<file path="src/rtl/pwl_act_pkg.sv">
// Shared definitions for the piecewise-linear activation unit.
// Holds the activation-mode encoding, the saturation-counter width and the
// constant functions that give the signed saturation limits for a width.
// Also supplies the default for the `WIDTH macro used as the WIDTH default.
`ifndef WIDTH
`define WIDTH 8
`endif

package pwl_act_pkg;

    localparam int unsigned MODE_W    = 2;
    localparam int unsigned SAT_CNT_W = 16;

    typedef enum logic [MODE_W-1:0] {
        ACT_EQ2   = 2'd0,
        ACT_RELU  = 2'd1,
        ACT_HTANH = 2'd2,
        ACT_PASS  = 2'd3
    } act_mode_e;

    // Largest value representable in a w-bit two's-complement word.
    function automatic longint sat_max(input int unsigned w);
        return (64'sd1 <<< (w - 1)) - 64'sd1;
    endfunction

    // Smallest value representable in a w-bit two's-complement word.
    function automatic longint sat_min(input int unsigned w);
        return -(64'sd1 <<< (w - 1));
    endfunction

endpackage

</file>
<file path="src/rtl/pwl_act_lane.sv">
// Per-channel second-stage math of the activation unit (purely combinational).
// Ports:
//   xp, xm  : x+ONE and x-ONE at 2*WIDTH+1 bits, registered by stage 1
//   mode    : activation function for this beat
//   res_c   : result saturated to the signed WIDTH range
//   sat_c   : set when the result had to be clipped
`ifndef WIDTH
`define WIDTH 8
`endif

module pwl_act_lane
    import pwl_act_pkg::*;
#(
    parameter int unsigned WIDTH = `WIDTH,
    parameter int unsigned FRAC  = 0
) (
    input  logic signed [2*WIDTH:0] xp,
    input  logic signed [2*WIDTH:0] xm,
    input  act_mode_e               mode,
    output logic        [WIDTH-1:0] res_c,
    output logic                    sat_c
);

    localparam int unsigned XW = 2 * WIDTH + 1;
    localparam int unsigned RW = XW + 1;

    localparam logic signed [XW-1:0] ONE_X = XW'(1) << FRAC;
    localparam logic signed [RW-1:0] ONE_R = RW'(ONE_X);
    localparam logic signed [RW-1:0] MAX_R = RW'(sat_max(WIDTH));
    localparam logic signed [RW-1:0] MIN_R = RW'(sat_min(WIDTH));

    logic signed [XW-1:0] x;
    logic        [XW-1:0] abs_p;
    logic        [XW-1:0] abs_m;
    logic        [XW-1:0] sum_u;
    logic signed [RW-1:0] x_e;
    logic signed [RW-1:0] r;

    // Function select followed by saturation to the output width.
    always_comb begin
        res_c = '0;
        sat_c = 1'b0;
        x     = xm + ONE_X;
        x_e   = RW'(x);
        // Magnitudes are non-negative, so the sum is kept unsigned: this is what
        // lets x = most-negative reach 2^(2*WIDTH) without wrapping.
        abs_p = xp[XW-1] ? (-xp) : xp;
        abs_m = xm[XW-1] ? (-xm) : xm;
        sum_u = abs_p + abs_m;
        r     = '0;
        case (mode)
            ACT_EQ2:   r = {2'b00, sum_u[XW-1:1]};
            ACT_RELU:  r = (!x[XW-1] && (x != '0)) ? x_e : '0;
            ACT_HTANH: begin
                if (x_e > ONE_R) begin
                    r = ONE_R;
                end else if (x_e < -ONE_R) begin
                    r = -ONE_R;
                end else begin
                    r = x_e;
                end
            end
            default:   r = x_e;
        endcase
        if (r > MAX_R) begin
            res_c = MAX_R[WIDTH-1:0];
            sat_c = 1'b1;
        end else if (r < MIN_R) begin
            res_c = MIN_R[WIDTH-1:0];
            sat_c = 1'b1;
        end else begin
            res_c = r[WIDTH-1:0];
        end
    end

endmodule

</file>
<file path="src/rtl/pwl_act_unit.sv">
// Two-stage pipelined piecewise-linear activation unit, CH channels per beat.
// Stage 1 registers x+ONE, x-ONE and the mode; stage 2 registers the lane
// results. Valid/ready on both sides, full throughput, no bubble on shift.
// Ports:
//   clk, rst_n          : clock, asynchronous active-low reset
//   in_valid/in_ready   : input handshake; in_data packs CH signed 2*WIDTH samples
//   in_mode             : function for the beat (EQ2, ReLU, hard-tanh, pass)
//   out_valid/out_ready : output handshake; out_data packs CH signed WIDTH results
//   out_sat             : per-channel saturation flags
// Optional (ACT_SAT_CNT_EN defined):
//   sat_clr             : zero the saturation counter (wins over increment)
//   sat_cnt             : count of output transfers with any out_sat bit set
`ifndef WIDTH
`define WIDTH 8
`endif

module pwl_act_unit
    import pwl_act_pkg::*;
#(
    parameter int unsigned WIDTH = `WIDTH,
    parameter int unsigned CH    = 4,
    parameter int unsigned FRAC  = 0
) (
    input  logic                    clk,
    input  logic                    rst_n,
    input  logic                    in_valid,
    output logic                    in_ready,
    input  logic [CH*2*WIDTH-1:0]   in_data,
    input  logic [MODE_W-1:0]       in_mode,
    output logic                    out_valid,
    input  logic                    out_ready,
    output logic [CH*WIDTH-1:0]     out_data,
    output logic [CH-1:0]           out_sat
`ifdef ACT_SAT_CNT_EN
    ,
    input  logic                    sat_clr,
    output logic [SAT_CNT_W-1:0]    sat_cnt
`endif
);

    localparam int unsigned IW = 2 * WIDTH;
    localparam int unsigned XW = IW + 1;
    localparam logic [XW-1:0] ONE_X = XW'(1) << FRAC;

    logic                      s1_valid_q, s1_valid_d;
    logic [CH-1:0][XW-1:0]     s1_xp_q, s1_xp_d;
    logic [CH-1:0][XW-1:0]     s1_xm_q, s1_xm_d;
    act_mode_e                 s1_mode_q, s1_mode_d;
    logic                      s2_valid_q, s2_valid_d;
    logic [CH*WIDTH-1:0]       s2_data_q, s2_data_d;
    logic [CH-1:0]             s2_sat_q, s2_sat_d;
    logic [CH-1:0][WIDTH-1:0]  lane_res_c;
    logic [CH-1:0]             lane_sat_c;
    logic                      s2_take_c;
    logic                      in_fire_c;

    // Stage 2 can load when empty or draining; stage 1 likewise moves into it.
    assign s2_take_c = !s2_valid_q || out_ready;
    assign in_ready  = !s1_valid_q || s2_take_c;
    assign in_fire_c = in_valid && in_ready;

    assign out_valid = s2_valid_q;
    assign out_data  = s2_data_q;
    assign out_sat   = s2_sat_q;

    // Stage 1: widen each sample by one bit and form x +/- ONE without overflow.
    always_comb begin
        s1_valid_d = s1_valid_q;
        s1_xp_d    = s1_xp_q;
        s1_xm_d    = s1_xm_q;
        s1_mode_d  = s1_mode_q;
        if (in_ready) begin
            s1_valid_d = in_valid;
        end
        if (in_fire_c) begin
            s1_mode_d = act_mode_e'(in_mode);
            for (int c = 0; c < int'(CH); c++) begin
                s1_xp_d[c] = {in_data[c*IW+IW-1], in_data[c*IW +: IW]} + ONE_X;
                s1_xm_d[c] = {in_data[c*IW+IW-1], in_data[c*IW +: IW]} - ONE_X;
            end
        end
    end

    // Stage 2: capture lane results; data holds while stalled or on a bubble.
    always_comb begin
        s2_valid_d = s2_valid_q;
        s2_data_d  = s2_data_q;
        s2_sat_d   = s2_sat_q;
        if (s2_take_c) begin
            s2_valid_d = s1_valid_q;
            if (s1_valid_q) begin
                s2_data_d = lane_res_c;
                s2_sat_d  = lane_sat_c;
            end
        end
    end

    for (genvar c = 0; c < CH; c++) begin : g_lane
        pwl_act_lane #(
            .WIDTH (WIDTH),
            .FRAC  (FRAC)
        ) u_lane (
            .xp    (s1_xp_q[c]),
            .xm    (s1_xm_q[c]),
            .mode  (s1_mode_q),
            .res_c (lane_res_c[c]),
            .sat_c (lane_sat_c[c])
        );
    end

    // Pipeline registers.
    always_ff @(posedge clk or negedge rst_n) begin
        if (!rst_n) begin
            s1_valid_q <= 1'b0;
            s1_xp_q    <= '0;
            s1_xm_q    <= '0;
            s1_mode_q  <= ACT_EQ2;
            s2_valid_q <= 1'b0;
            s2_data_q  <= '0;
            s2_sat_q   <= '0;
        end else begin
            s1_valid_q <= s1_valid_d;
            s1_xp_q    <= s1_xp_d;
            s1_xm_q    <= s1_xm_d;
            s1_mode_q  <= s1_mode_d;
            s2_valid_q <= s2_valid_d;
            s2_data_q  <= s2_data_d;
            s2_sat_q   <= s2_sat_d;
        end
    end

`ifdef ACT_SAT_CNT_EN
    logic [SAT_CNT_W-1:0] sat_cnt_q, sat_cnt_d;

    // Sticky count of saturated output transfers; clear beats increment.
    always_comb begin
        sat_cnt_d = sat_cnt_q;
        if (sat_clr) begin
            sat_cnt_d = '0;
        end else if (s2_valid_q && out_ready && (|s2_sat_q) && (sat_cnt_q != '1)) begin
            sat_cnt_d = sat_cnt_q + SAT_CNT_W'(1);
        end
    end

    always_ff @(posedge clk or negedge rst_n) begin
        if (!rst_n) begin
            sat_cnt_q <= '0;
        end else begin
            sat_cnt_q <= sat_cnt_d;
        end
    end

    assign sat_cnt = sat_cnt_q;
`endif

endmodule

</file>
<file path="config.mk">
export PLATFORM = sky130hd
export DESIGN_NAME = pwl_act_unit
export DESIGN_NICKNAME = d
export VERILOG_FILES = /design/src/rtl/pwl_act_pkg.sv /design/src/rtl/pwl_act_lane.sv /design/src/rtl/pwl_act_unit.sv
export SDC_FILE = /design/constraint.sdc
export NUM_CORES = 1
export LEC_CHECK = 0
export BUFFER_PORTS_ARGS = -buffer_cell sky130_fd_sc_hd__buf_2
export CAP_MARGIN = 20
export CORE_MARGIN = 2
export CORE_UTILIZATION = 60
export DETAILED_ROUTE_END_ITERATION = 12
export PLACE_DENSITY = 0.8
export SETUP_SLACK_MARGIN = 0.3
export SLEW_MARGIN = 10
export SYNTH_ARGS = -nofsm -noshare
export SYNTH_HDL_FRONTEND = slang
export SYNTH_SLANG_ARGS = --single-unit
</file>
<file path="constraint.sdc">
create_clock -name clk -period 13.3 [get_ports clk]
set_input_delay 0 -clock clk [delete_from_list [all_inputs] [get_ports clk]]
set_output_delay 0 -clock clk [all_outputs]
set_load 0.02 [all_outputs]
</file>
==> results of run 1 <==
==> layout make-up <==
class / count / area, um2 / share of cell area (%)
well taps: 384 / 480.5 / 2.460
repair buffers: 194 / 1388 / 7.106
inverters: 58 / 217.7 / 1.115
clock inverters: 14 / 133.9 / 0.6856
flip-flops and latches: 172 / 4304 / 22.04
multi-input cells: 1955 / 12570 / 64.39
clock buffers: 18 / 429.2 / 2.198
==> logic make-up (layout without fill, tap and decap cells) <==
kind of cell | count (synthesis) | after routing | synth area share, %
xor gates and xnor gates | 317 | 317 | 15.63
muxes | 11 | 11 | 0.6270
buffers and inverters | 213 | 284 | 5.030
AOI/OAI and AO/OA | 583 | 583 | 21.70
DFF | 172 | 172 | 24.23
and+or+nand+nor | 956 | 956 | 26.41
adders and majority gates | 88 | 88 | 6.368
==> worst max path at each step <==
| stage | endpoint | cells past startpoint | slack, ns |
|---|---|---|---|
| after floorplan | out_data[0]$_DFFE_PN0P_ | 17 | 8.66 |
| after global placement | out_data[3]$_DFFE_PN0P_ | 16 | 8.42 |
| after detailed placement | out_data[6]$_DFFE_PN0P_ | 16 | 8.34 |
| after CTS | out_data[6]$_DFFE_PN0P_ | 16 | 8.29 |
| after global routing | out_data[19]$_DFFE_PN0P_ | 17 | 7.84 |
| final | out_data[19]$_DFFE_PN0P_ | 17 | 8.26 |
==> worst min-delay path, stage by stage <==
cell     delay [ns]
buf_2          0.13
nand3_1        0.08
xor2_1         0.06
o21ai_0        0.14
==> layout by cell type, fill, tap and decap left out, types with 10 or more instances in the layout <==
cell | synthesis | routed
nand3_1 | 74 | 74
clkbuf_16 | 0 | 17
nor4_1 | 37 | 37
o21ai_0 | 204 | 204
xor2_1 | 101 | 101
o211ai_1 | 11 | 11
inv_1 | 57 | 57
nand2_1 | 341 | 340
mux2i_1 | 10 | 10
nor3_1 | 62 | 62
a211oi_1 | 15 | 15
dfrtp_1 | 172 | 172
or4_1 | 22 | 22
nand2b_1 | 33 | 33
and2_1 | 12 | 12
a21oi_1 | 77 | 77
o41ai_1 | 16 | 16
or3_1 | 27 | 27
xnor2_1 | 216 | 216
nand4_1 | 48 | 48
dlygate4sd3_1 | 0 | 77
nor2b_1 | 12 | 12
o31ai_1 | 45 | 45
nor2_1 | 191 | 190
o22ai_1 | 27 | 27
ha_1 | 84 | 84
buf_4 | 15 | 10
a21o_1 | 29 | 29
or2_2 | 13 | 13
buf_2 | 23 | 106
o21a_1 | 24 | 24
and3_1 | 30 | 30
a31oi_1 | 23 | 23
==> per-stage QoR <==
stage	power (uW)	util, %	cells
3_3_place_gp	2273	62.88	2686
6_report	2853	67.49	2795
2_1_floorplan	1941	-	2340
4_1_cts	2829	67.49	2795
3_5_place_dp	2300	62.88	2686
5_1_grt	3057	67.49	2795
==> routing by layer <==
layer / routed length (um) / up-vias / part of all wire [%] / GRT usage [%]
li1: - / 8493 / - / -
met2: 23430 / 715 / 47 / 54.17
met3: 3013 / 124 / 6.0 / 4.113
met5: 0 / - / 0 / 0
met1: 21890 / 8169 / 44 / 42.48
met4: 1549 / 0 / 3.1 / 11.85
==> flip-flops by register name (all words and copies together) (netlist names) <==
| register | count |
|---|---|
| out_data | 32 |
| out_sat | 4 |
| out_valid | 1 |
| s1_mode_q | 2 |
| s1_valid_q | 1 |
| s1_xm_q | 64 |
| s1_xp_q | 68 |
==> power groups by stage <==
stage	sequential [uW]	clock, uW	combinational (uW)
floorplan	726	0	1210
global placement	785	0	1490
detailed placement	790	0	1510
CTS	780	509	1540
global route	802	529	1730
finish	786	505	1560
==> impl_metrics.ini, run 1 <==
[critical_path]
crit_required_ns = 13.67
startpoint = s1_xp_q[34]$_DFFE_PN0P_
crit_fanout = 12
r2r_slack_ns = 8.26
r2r-end = out_data[19]$_DFFE_PN0P_
cp_top_family = compound AO/OA/AOI/OAI gates
cp.arrival_ns = 5.41
critPathKind = reg -> reg
worstReg2RegStart = s1_xp_q[34]$_DFFE_PN0P_
cp_num_buf_inv = 1
cp-end-kind = register
r2r.worst_path.cells = 17
cpMaxStageDelayCell = a2111oi_0
slowest_delay_ns = 0.70
critical_path.startpoint_type = register
crit_chain = inv_1, ha_1, nand3b_1, nand2_1, xnor2_1, ha_1, a211o_1, nand2b_1, o211ai_1, o2111ai_1, a2111oi_0, nor3_1, nand3b_1, a222oi_1, a21o_1, o21ai_0, a21oi_1

[global_routing]
grtUsageTotal_pct = 32.19
overflow = 0
grt_pass1_wl_mm = 82.15
antenna_found_initial = 0
grt_max_degree = 119
grt_pass1_vias = 16640

[timing]
slew_headroom_pct = 35.00
min_period_ns = 5.037
fin_skew_ns = 0.01369
fmax_mhz = 198.5
setup_viol = 0
drv_slew = 0
final-hold-violation-count = 0
rsz0062_at_grt = no
whs_ns = 0.01486
finalCritPeriodShare_pct = 37.87
worst_pin_slew_ns = 0.9750
setup_tns_ns = 0
worst_slack_ns = 8.263

[drt]
wl_mm = 49.89
vias = 17500
ant_nets = 0
dr.pass1.iters = 6
viasPerCell = 6.262
drt_iter0_drc = 1759
wl_per_cell_um = 17.85
drc = 0

[power]
seqPwrFrac_pct = 27.5
p_int_uw = 1532
p_switching_uw = 1321
switching_share_pct = 46.30
p_comb_share_pct = 54.8
ir_drop_v = 0.00007686
clkPwrFrac_pct = 17.7
power_density_nw_per_um2 = 146.1
power_leakage_uw = 0.007602

[place]
dp_hpwl_mm = 36.52
postPlaceCellArea_um2 = 18190
portBuffers = 107
finalWeightedCongestion = 0.9560
place_ws_ns = 8.336

[floorplanning]
die_y_um = 176.1
core_area_um2 = 28940
num_rows = 62
start_util_pct = 61.39
dieArea_um2 = 31000
num_io_pins = 108
dieWidth_um = 176.1

[synth]
syn-instance-count = 2340
synth_area_per_cell_um2 = 7.591
synth_area_leaders = dfrtp_1, xnor2_1, nand2_1
netlist_top_cells_count = nand2_1, xnor2_1, o21ai_0
synth_edf_count = 0
synth_top_cell_area_share_pct = 24.23
ys_ff_latch = 172
synth_ff_type = dfrtp_1
yosysSeqAreaShare_pct = 24.23
synth_top_area_cell = dfrtp_1
ys_warn_count = 0
syn-num-nets = 2498
synthMostInstantiatedCell = nand2_1
synth_area_um2 = 17760
synthDistinctLibCells = 102
async_flop_share_pct = 100.0

[clock_tree]
cts-root-buf = clkbuf_16
clock_sinks = 172
cts_tree = built
clkLatencyLatePin_ns = 0.45
cts_hold_buf = 77
cts_buffer_depth = 2
clk_transition_reported_paths_ns = 0.07
cts.htree.levels = 4
cts_buffers = 17
post-cts-setup-buffers = 0
ctsResizeCount = 0

[hold_path]
worstHoldStart = in_data[17]
hold_path_depth = 4
min_path_type = in -> reg
holdPathEnd = s1_xp_q[20]$_DFFE_PN0P_

[layout]
diodes = 0
fin_area_um2 = 19530
area_delta_synth_final_pct = 9.940
nFillCells = 2447
drive_gt1_share_pct = 8.503
final_nets = 2556

[job]
maxCapViolations = 0

[status]
outcome = finished clean
(Power assumes the default switching activity.)
==> run 2: changes to the inputs <==
--- a/config.mk
+++ b/config.mk
@@ -8,9 +8,9 @@
 export BUFFER_PORTS_ARGS = -buffer_cell sky130_fd_sc_hd__buf_2
 export CAP_MARGIN = 20
 export CORE_MARGIN = 2
-export CORE_UTILIZATION = 60
+export CORE_UTILIZATION = 57
 export DETAILED_ROUTE_END_ITERATION = 12
-export PLACE_DENSITY = 0.8
+export PLACE_DENSITY = 0.79
 export SETUP_SLACK_MARGIN = 0.3
 export SLEW_MARGIN = 10
 export SYNTH_ARGS = -nofsm -noshare
==> constraint.sdc (replaced) <==
create_clock -name clk -period 4.5 [get_ports clk]
set_input_delay 0 -clock clk [delete_from_list [all_inputs] [get_ports clk]]
set_output_delay 0 -clock clk [all_outputs]
set_load 0.02 [all_outputs]
==> run 2 against run 1 <==
Clock-buffer cell count unchanged. Utilization rose by 1.9 points. Non-clock buffer count rose by 124. Register-to-register slack worse by 8.1 ns. Global-route usage down 0.084 points. Cell count up 4.9%. Largest cell class unchanged. Largest power group unchanged.
==> impl_metrics.ini, run 2 (synthesis results as in run 1) <==
[status]
outcome = finished clean

[timing]
slew_headroom_pct = 32.89
rsz0062_at_grt = yes
setup_tns_ns = 0
final-hold-violation-count = 0
finalCritPeriodShare_pct = 97.19
whs_ns = 0.08504
worst_pin_slew_ns = 1.006
drv_slew = 0
fmax_mhz = 228.7
min_period_ns = 4.373
setup_viol = 0
fin_skew_ns = 0.01366

[hold_path]
min_path_type = in -> async

[place]
postPlaceCellArea_um2 = 18920
finalWeightedCongestion = 0.9655
dp_hpwl_mm = 38.41
portBuffers = 107

[drt]
wl_per_cell_um = 18.39
drt_iter0_drc = 1777
dr.pass1.iters = 7
vias = 18360
viasPerCell = 6.261
wl_mm = 53.93
ant_nets = 0
drc = 0

[clock_tree]
clock_sinks = 172
clk_transition_reported_paths_ns = 0.08
cts_buffers = 17
clkLatencyLatePin_ns = 0.47
cts.htree.levels = 4
cts-root-buf = clkbuf_16
cts_buffer_depth = 2
cts_tree = built

[critical_path]
r2r.worst_path.cells = 17
crit_required_ns = 4.85
critical_path.startpoint_type = register
critPathKind = reg -> reg
crit_fanout = 5
r2r-end = out_data[4]$_DFFE_PN0P_
r2r_slack_ns = 0.13
cp-end-kind = register
worstReg2RegStart = s1_xp_q[3]$_DFFE_PN0P_
cp.arrival_ns = 4.72

[floorplanning]
core_area_um2 = 30670
num_io_pins = 108
dieArea_um2 = 32590
start_util_pct = 57.91
dieWidth_um = 180.5
num_rows = 64
die_y_um = 180.5

[power]
seqPwrFrac_pct = 23.4
clkPwrFrac_pct = 17.0
p_int_uw = 5089
ir_drop_v = 0.0003097
p_comb_share_pct = 59.6
p_switching_uw = 4293
power_density_nw_per_um2 = 441.1
power_uw = 9383
switching_share_pct = 45.76
power_leakage_uw = 0.008379

[global_routing]
antenna_found_initial = 0
grt_pass1_vias = 17420
grt_pass1_wl_mm = 86.88
overflow = 0
grtUsageTotal_pct = 32.11
grt_max_degree = 107

[layout]
layout_commonest_cell = nand2_1
drive_gt1_share_pct = 17.03
area_delta_synth_final_pct = 19.76
diodes = 0
final_cell_mix = nand2_1, xnor2_1, o21ai_0, nor2_1, dfrtp_1
nFillCells = 2411
top_register = s1_xp_q
fin_area_um2 = 21270
final_nets = 2681
largest_reg_flops = 68
final_util_pct = 69.36

[job]
maxCapViolations = 0
[run 2: cell types whose count changed in the layout (fill, tap and decap cells not counted), moves of 6 or more]
cell           change
ha_1               -6
dlygate4sd3_1      +6
o21ai_0            -8
dfrtp_2            +9
o31ai_1            -8
dfrtp_1            -9
buf_4            +113
a21oi_2           +12
a21oi_1           -12
[run 2: critical path, stage by stage (launching register included)]
cell and delay (ns):
dfrtp_1 0.39, nor3_2 0.21, nand3_1 0.11, or3_4 0.37, o31ai_4 0.18, xnor2_1 0.15, ha_1 0.29, a21o_1 0.22
buf_4 0.15, a21o_1 0.19, a211oi_2 0.25, nor3b_2 0.22, o2bb2ai_2 0.13, o21ai_0 0.12, xnor2_1 0.27, o211ai_1 0.24
o41a_4 0.50, a221o_1 0.28
[run 2: timing repair]
| action | CTS | global route |
|---|---|---|
| gates cloned | 1 | 0 |
| hold buffers | 83 | 0 |
| buffers inserted | 13 | 18 |
| resized for setup | 51 | 93 |
| endpoints found under the setup margin | 31 | 33 |
| hold endpoints to repair | 192 | 0 |
| pin swaps | 27 | 58 |
[run 2: how the worst max path moves through the flow]
stage | from | to | slack, ns | depth (start not counted)
2_1_floorplan | s1_xm_q[5]$_DFFE_PN0P_ | out_data[2]$_DFFE_PN0P_ | 0.09 | 17
3_3_place_gp | s1_xp_q[34]$_DFFE_PN0P_ | out_data[18]$_DFFE_PN0P_ | 0.03 | 15
3_5_place_dp | s1_xp_q[36]$_DFFE_PN0P_ | out_data[16]$_DFFE_PN0P_ | -0.04 | 17
4_1_cts | s1_xm_q[7]$_DFFE_PN0P_ | out_data[4]$_DFFE_PN0P_ | 0.12 | 16
5_1_grt | s1_xm_q[7]$_DFFE_PN0P_ | out_data[5]$_DFFE_PN0P_ | -0.01 | 16
6_report | s1_xp_q[3]$_DFFE_PN0P_ | out_data[4]$_DFFE_PN0P_ | 0.13 | 17
[run 2: per-layer routing]
metal / global-route usage [%] / share of wire (%) / vias up / wire length, um
met4: 14.77 / 4.1 / 0 / 2214
met1: 41.08 / 42 / 8691 / 22490
met3: 4.972 / 6.3 / 160 / 3373
met2: 53.44 / 48 / 764 / 25860
met5: 0 / 0 / - / 0
li1: - / - / 8741 / -
[run 2: layout make-up]
class                   count  area, um2  share of cell area, %
inverters                  58      217.7                  1.023
well taps                 396      495.5                  2.329
clock inverters            14      172.7                 0.8117
repair buffers            318       2370                  11.14
flip-flops and latches    172       4315                  20.29
multi-input cells        1956      13260                  62.34
clock buffers              18      439.2                  2.065
[run 2: power groups by stage]
stage / clock [uW] / sequential [uW] / combinational (uW)
after global placement: 0 / 2170 / 4780
after CTS: 1600 / 2170 / 5130
final: 1600 / 2190 / 5590
after detailed placement: 0 / 2190 / 4880
after floorplan: 0 / 2150 / 3610
after global routing: 1680 / 2230 / 6070
[run 2: per-stage QoR]
stage | std cells | setup WS, ns
2_1_floorplan | 2340 | 0.09340
3_3_place_gp | 2785 | 0.02905
3_5_place_dp | 2785 | -0.04258
4_1_cts | 2914 | 0.1196
5_1_grt | 2932 | -0.009720
6_report | 2932 | 0.1265
